[config.mk]
export PLATFORM = sky130hd
export DESIGN_NAME = instruction_fetch_unit_flat
export DESIGN_NICKNAME = d
export VERILOG_FILES = /design/src/rtl/instruction_fetch_unit_if.sv /design/src/rtl/instruction_fetch_unit.sv /design/src/flat_wrapper.sv
export SDC_FILE = /design/constraint.sdc
export NUM_CORES = 1
export LEC_CHECK = 0
export ABC_AREA = 0
export ABC_CLOCK_PERIOD_IN_PS = 2400
export CAP_MARGIN = 20
export CORE_MARGIN = 4
export CORE_UTILIZATION = 40
export DETAILED_ROUTE_END_ITERATION = 6
export GPL_ROUTABILITY_DRIVEN = 0
export HOLD_SLACK_MARGIN = 0.05
export PLACE_DENSITY_LB_ADDON = 0.08
export RECOVER_POWER = 25
export SLEW_MARGIN = 20
export SYNTH_ARGS = -nofsm -noshare
export SYNTH_HDL_FRONTEND = slang
export SYNTH_SLANG_ARGS = --single-unit
[constraint.sdc]
create_clock -name Clock -period 2.4 [get_ports Clock]
set_input_delay 0.48 -clock Clock [delete_from_list [all_inputs] [get_ports Clock]]
set_output_delay 0.48 -clock Clock [all_outputs]
set_load 0.02 [all_outputs]
[src/rtl/instruction_fetch_unit_if.sv]
// Fetch-stage bus: ROM address/data, stall and redirect inputs,
// registered instruction, its PC, valid flag and stall counter.
interface instruction_fetch_unit_if;
  logic [15:0] oAddress;
  logic [27:0] iInstruction;
  logic        iStall;
  logic        iBranchTaken;
  logic [15:0] iBranchTarget;
  logic [27:0] oInstruction;
  logic [15:0] oPC;
  logic        oValid;
  logic [15:0] oStallCount;

  modport master (
    output oAddress,
    output oInstruction,
    output oPC,
    output oValid,
    output oStallCount,
    input  iInstruction,
    input  iStall,
    input  iBranchTaken,
    input  iBranchTarget
  );

  modport slave (
    input  oAddress,
    input  oInstruction,
    input  oPC,
    input  oValid,
    input  oStallCount,
    output iInstruction,
    output iStall,
    output iBranchTaken,
    output iBranchTarget
  );
endinterface

[src/rtl/instruction_fetch_unit.sv]
// PC and fetch stage: drives ROM address, registers the word,
// handles stalls, branch redirects and folds unconditional jumps.
module instruction_fetch_unit #(
  parameter logic [15:0] RESET_PC   = 16'd0,
  parameter logic [3:0]  JMP_OPCODE = 4'd7,
  parameter logic [27:0] NOP_WORD   = 28'h0000000
) (
  input logic                   Clock,
  input logic                   Reset,
  instruction_fetch_unit_if.master bus
);

  typedef enum logic [1:0] {
    START,
    RUN,
    HOLD
  } state_t;

  state_t      state;
  logic [15:0] pc;
  logic [15:0] opc;
  logic [15:0] cnt;
  logic [27:0] ins;
  logic        val;

  logic        jmp;
  logic [15:0] jtgt;

  assign jmp  = bus.iInstruction[27:24] == JMP_OPCODE;
  assign jtgt = {8'h00, bus.iInstruction[23:16]};

  assign bus.oAddress     = pc;
  assign bus.oInstruction = ins;
  assign bus.oPC          = opc;
  assign bus.oValid       = val;
  assign bus.oStallCount  = cnt;

  always_ff @(posedge Clock) begin
    if (Reset) begin
      state <= START;
      pc    <= RESET_PC;
      opc   <= 16'h0000;
      ins   <= NOP_WORD;
      val   <= 1'b0;
      cnt   <= 16'h0000;
    end else if (bus.iBranchTaken) begin
      state <= RUN;
      pc    <= bus.iBranchTarget;
      ins   <= NOP_WORD;
      val   <= 1'b0;
    end else begin
      unique case (state)
        START: state <= RUN;
        RUN, HOLD: begin
          if (bus.iStall) begin
            state <= HOLD;
            if (cnt != 16'hFFFF)
              cnt <= cnt + 16'd1;
          end else if (jmp) begin
            // jump folded here; execute never sees it
            state <= RUN;
            pc    <= jtgt;
            ins   <= NOP_WORD;
            val   <= 1'b0;
          end else begin
            state <= RUN;
            ins   <= bus.iInstruction;
            opc   <= pc;
            val   <= 1'b1;
            pc    <= pc + 16'd1;
          end
        end
        default: state <= START;
      endcase
    end
  end

endmodule

[src/flat_wrapper.sv]
// flat-port wrapper written by rule: the top's interface ports become plain ports
module instruction_fetch_unit_flat 
#(
  parameter logic [15:0] RESET_PC   = 16'd0,
  parameter logic [3:0]  JMP_OPCODE = 4'd7,
  parameter logic [27:0] NOP_WORD   = 28'h0000000
)
  (Clock, Reset, bus_oAddress, bus_oInstruction, bus_oPC, bus_oValid, bus_oStallCount, bus_iInstruction, bus_iStall, bus_iBranchTaken, bus_iBranchTarget);
  instruction_fetch_unit_if bus_i ();
  input logic Clock;
  input logic Reset;
  output wire logic [$bits(bus_i.oAddress)-1:0] bus_oAddress;
  output wire logic [$bits(bus_i.oInstruction)-1:0] bus_oInstruction;
  output wire logic [$bits(bus_i.oPC)-1:0] bus_oPC;
  output wire logic [$bits(bus_i.oValid)-1:0] bus_oValid;
  output wire logic [$bits(bus_i.oStallCount)-1:0] bus_oStallCount;
  input wire logic [$bits(bus_i.iInstruction)-1:0] bus_iInstruction;
  input wire logic [$bits(bus_i.iStall)-1:0] bus_iStall;
  input wire logic [$bits(bus_i.iBranchTaken)-1:0] bus_iBranchTaken;
  input wire logic [$bits(bus_i.iBranchTarget)-1:0] bus_iBranchTarget;
  assign bus_oAddress = bus_i.oAddress;
  assign bus_oInstruction = bus_i.oInstruction;
  assign bus_oPC = bus_i.oPC;
  assign bus_oValid = bus_i.oValid;
  assign bus_oStallCount = bus_i.oStallCount;
  assign bus_i.iInstruction = bus_iInstruction;
  assign bus_i.iStall = bus_iStall;
  assign bus_i.iBranchTaken = bus_iBranchTaken;
  assign bus_i.iBranchTarget = bus_iBranchTarget;
  instruction_fetch_unit #(.RESET_PC(RESET_PC), .JMP_OPCODE(JMP_OPCODE), .NOP_WORD(NOP_WORD)) u_core (.Clock(Clock), .Reset(Reset), .bus(bus_i));
endmodule
# After elaboration in Yosys (flattened, before gate mapping)
# Cells that the tools add are included.
# Widths: inputs -> output; s select.
[totals]
regBits = 79
latch_bits = 0
mem_bits_rw = 0
rom_bits = 0
input_bits = 48
out_inout_bits = 77
elab_cells = 34
mem_count = 0
[op_classes]
n_addsub = 2
mul = 0
div = 0
magnitude_cmp = 0
n_eq_ne = 5
shift = 0
n_mux = 9
bitwise_logic = 3
n_reduce_logical = 8
[op_table]
columns = ["op", "count"]
rows = [
  ["$mux 16", 4],
  ["$add 16x1->16 const B", 2],
  ["$mux 28", 1],
  ["$ne 16x16->1 const B", 1],
  ["$reduce_and 4->1", 2],
  ["$eq 4x3->1 const B", 1],
  ["$pmux 2 s2", 1],
  ["$reduce_and 2->1", 2],
  ["$reduce_or 2->1", 2],
  ["$not 1->1", 3],
  ["$eq 2x1->1 const B", 1],
  ["$eq 2x2->1 const B", 1],
  ["$logic_not 2->1", 1],
  ["$mux 1", 2],
  ["$mux 2", 1],
  ["$ne 2x1->1 const B", 1],
  ["$reduce_bool 2->1", 1],
]

# Logic depth before layout (Yosys ltp)
[logic_depth]
word_depth = 5
depth_mapped = 9

# Worst setup path before layout
# No wires, ideal clock.
[synth_timing]
path_kind = "register to register"
startpoint = "reg u_core.cnt[0] (netlist: u_core.bus.oStallCount[0])"
endpoint = "reg u_core.cnt[5] (netlist: u_core.bus.oStallCount[5])"
t_arrival_ps = 1701
required_ps = 2272
setup_slack_ps = 571
stages_incl_launch_ff = 8
n_path_buf = 1
path_cell_list = "dfxtp_1 ha_1 nand2_1 or3_1 buf_2 o2111ai_1 xor2_1 nor2_1"
[synth_via]
elab_chain_len = 2
word_cells_on_any_way = 3
classes_between = "add/sub: 1; eq/ne: 1; reduce/logical: 1"
[synth_rtl]
columns = ["item", "line", "text"]
rows = [
  ["start, declared", "instruction_fetch_unit.sv:22", "logic [15:0] cnt;"],
  ["start signal, assigned", "instruction_fetch_unit.sv:58", "cnt <= cnt + 16'd1;"],
  ["branches (longest 2 deep; another with $add 16x1->16)", "n/a", ""],
]
# Parallel ways; which one is timed is not known.
# A chain may end at the register's enable or synchronous reset.

# Final worst setup path
[layout_timing]
startpoint = "in bus_iBranchTaken"
endpoint = "reg u_core.pc[1] (netlist: u_core.bus.oAddress[1])"
[layout_via]
elab_chain_len = 2
word_cells_on_any_way = 4
classes_between = "eq/ne: 1; mux: 1; reduce/logical: 2"
[layout_rtl]
columns = ["item", "line", "text"]
rows = [
  ["start, declared", "flat_wrapper.sv:19", "input wire logic [$bits(bus_i.iBranchTaken)-1:0] bus_iBranchTaken;"],
  ["$ne 2x1->1 (no source line) / $reduce_bool 2->1 (equally long branches)", "n/a", ""],
  ["$reduce_and 2->1 (no source line)", "n/a", ""],
  ["end signal, assigned", "instruction_fetch_unit.sv:48", "pc <= bus.iBranchTarget;"],
  ["end signal, assigned", "instruction_fetch_unit.sv:62", "pc <= jtgt;"],
  ["end signal, assigned", "instruction_fetch_unit.sv:70", "pc <= pc + 16'd1;"],
  ["end, declared", "instruction_fetch_unit.sv:20", "logic [15:0] pc;"],
]
# Several ways; a longest one is shown, not always the timed one.

==> results.toml <==
[setup_path]
worst-path-max-fanout = 31
critPathLaunchType = "input pin"
worst-endpoint-required_ps = 2580
slowest_stage = "sky130_fd_sc_hd__or2_1"
slowest_delay_ps = 890
crit_start = "bus_iBranchTaken"
r2r_slack_ps = 480
worst_setup_path_end_kind = "register"
crit-reg2reg-launch = "u_core.state[0]"
worstPathArrival_ps = 2280
timing.setup.critical_path_class = "input pin to register"
worstPathCellList = "clkdlybuf4s50_1, buf_4, or2_1, o22ai_1"

[synth]
synthesis.instances = 456
synth_area_leader_cell = "sky130_fd_sc_hd__dfxtp_1"
netlist_top_cells_area = "sky130_fd_sc_hd__dfxtp_1 44%, sky130_fd_sc_hd__nand2_1 9.5%, sky130_fd_sc_hd__a21oi_1 8.6%"
postSynth.topFlopCell = "sky130_fd_sc_hd__dfxtp_1"
synth_xor_xnor_area_share = 0.0393
syn-mean-instance-area_sq_um = 7.81
post_synth_mux_area_share = 0.0169
synthDistinctLibCells = 50
postSynth.asyncResetShare = 0
synth_largest_type_area_fraction = 0.444
post_synth_and_or_nand_nor_area_fraction = 0.293
synthesized_cell_area_sq_mm = 0.00356
synth_compound_gate_area_share = 0.149
synth_sequential_area_ratio = 0.444
synthAdderAreaFrac = 0.0140
synthesis.nets = 508
synth_edf_count = 0
synth_seq_cells = 79
synth_top_family_by_area = "simple AND/OR/NAND/NOR gates"
yosysWarnings = 0

[clocking]
h-tree-depth = 3
ctsHoldBuffers = 0
cts_buffer_depth = 2
clk_pin_slew_worst_paths_ps = 80
insertion_delay_ps = 350
tritoncts_num_sinks = 79
cts_inserted_buffers = 9
cts_setup_buffers = 0
cts_resized = 0
tritoncts = "done"
cts_root_buffer = "sky130_fd_sc_hd__clkbuf_8"

[grt]
grt_antenna_before_repair = 0
grt_first_pass_wirelength_mm = 16.3
grt_pass1_vias = 3444
groute.usage.overall = 0.193
grt_max_degree = 47
grt.overflow.total = 0

[timing]
setup_violations = 0
fin_worst_skew_ps = 9.45
fin_crit_ps = 2110
unrepaired_setup_endpoints_after_global_routing = "no"
final_hold_violating_endpoints = 0
worst_slew_margin_rel = 0.248
max_slew.worst_pin.slew_ps = 1130
setup-tns-final_ps = 0
highest_achievable_clock_rate_mhz = 475
post-route-period-util = 0.877
maxSlewViolCount = 0

[cells_and_area]
layout.cells.most_common = "sky130_fd_sc_hd__clkdlybuf4s50_1"
finish.utilization = 0.589
final.fill_count = 834
most-common-layout-cells = "116 x sky130_fd_sc_hd__clkdlybuf4s50_1, 90 x sky130_fd_sc_hd__nand2_1, 79 x sky130_fd_sc_hd__dfxtp_1"
areaGrowthSynthToFinish_pct = 43.4
n_antenna_cell = 0
final_layout_size_suffix_gt1_frac = 0.0657
final_net_count = 625

[floorplanning]
boundaryPins = 125
std_cell_rows = 34
chipHeight_microns = 102
floorplan.core_area_sq_mm = 0.00868
die_x_microns = 102
floorplan.initialDensity = 0.411
die_area_sq_mm = 0.0105

[pwr]
pwr_density_cell_mw_per_mm2 = 557
maximum_vdd_drop_v = 0.000271
cellLeakagePower_nw = 1.76

[status]
status = "finished, final reports clean"

[routing]
dr.first_iter.drc_count = 105
routed-via-count = 3607
detail_route.drc_violations = 0
totalWireLength_mm = 10.1
routedWlPerCell_microns = 14.7
detail_route.first_pass.iterations = 6
drtAntennaViolNets = 0
route.detailed.vias_per_inst = 5.26

[flow_run]
maxCapViolations = 0

[hold_path]
min_from = "Reset"
hp-class = "input pin to register"

[placement]
place.port_buffers = 124
post-dp-hpwl_mm = 7.26
## worst paths after layout
check	to	depth (start not counted)
min reg2reg	u_core.bus.oInstruction[8]	2
max	u_core.bus.oAddress[1]	4
min	u_core.state[0]	2
max reg2reg	u_core.bus.oStallCount[14]	8
## cell usage after synthesis (5+ instances only)
| library cell | n |
|---|---|
| sky130_fd_sc_hd__a21oi_1 | 61 |
| sky130_fd_sc_hd__a31oi_1 | 5 |
| sky130_fd_sc_hd__and3_1 | 5 |
| sky130_fd_sc_hd__buf_1 | 6 |
| sky130_fd_sc_hd__buf_2 | 8 |
| sky130_fd_sc_hd__clkbuf_1 | 18 |
| sky130_fd_sc_hd__dfxtp_1 | 79 |
| sky130_fd_sc_hd__mux2i_1 | 6 |
| sky130_fd_sc_hd__nand2_1 | 90 |
| sky130_fd_sc_hd__nand3_1 | 36 |
| sky130_fd_sc_hd__nor2_1 | 48 |
| sky130_fd_sc_hd__nor3_1 | 8 |
| sky130_fd_sc_hd__o21ai_0 | 6 |
| sky130_fd_sc_hd__o22ai_1 | 7 |
| sky130_fd_sc_hd__xnor2_1 | 9 |
| sky130_fd_sc_hd__xor2_1 | 7 |
## layout make-up
type,instances,area [sq um],share of cell area
clock buffer,12,155,0.0304
clock inverter,4,53.8,0.0105
inverter,4,15.0,0.00294
multi-input combinational,340,1820,0.357
sequential,79,1580,0.310
tap,108,135,0.0265
timing repair buffer,139,1350,0.263
## per-layer routing
layer,up-vias,share of wire,GRT usage
met5,-,0,0
met4,0,0.016,0.0696
met3,13,0.087,0.0491
met2,133,0.47,0.312
met1,1660,0.43,0.250
li1,1801,-,-
## critical path, delay by kind of cell
| kind | cells | cell delay [ps] |
|---|---|---|
| AOI/OAI and AO/OA | 1 | 150 |
| buffers and inverters | 2 | 750 |
| and+or+nand+nor | 1 | 890 |
## state kept, by name, indices dropped and copies added, names as in the netlist
signal,cells
u_core.bus.oPC,16
u_core.bus.oStallCount,16
u_core.state,2
u_core.bus.oValid,1
u_core.bus.oInstruction,28
u_core.bus.oAddress,16
## cells by family (layout without fill, tap and decap cells)
family | Yosys count | after routing
AOI/OAI and AO/OA | 94 | 94
adders and majority gates | 4 | 4
DFF | 79 | 79
xor gates and xnor gates | 16 | 16
buffers and inverters | 37 | 159
and+or+nand+nor | 220 | 220
muxes | 6 | 6
## report_power, final
part	switching [mW]	total, mW	internal (mW)
logic	0.214	0.413	0.199
clock network	0.496	1.04	0.540
registers	0.0462	1.40	1.35
## metrics by stage
stage	std cells	area [sq um]	setup WS (ps)	power, mW	hold slack [ps]
6_report	686	5110	294	2.85	366
5_1_grt	686	5110	195	2.96	380
4_1_cts	686	5120	417	2.87	365
3_5_place_dp	670	4910	120	1.84	445
3_3_place_gp	670	4910	202	1.84	437
2_1_floorplan	456	3560	571	1.63	529
No activity file was read; power rests on OpenSTA's default activity.
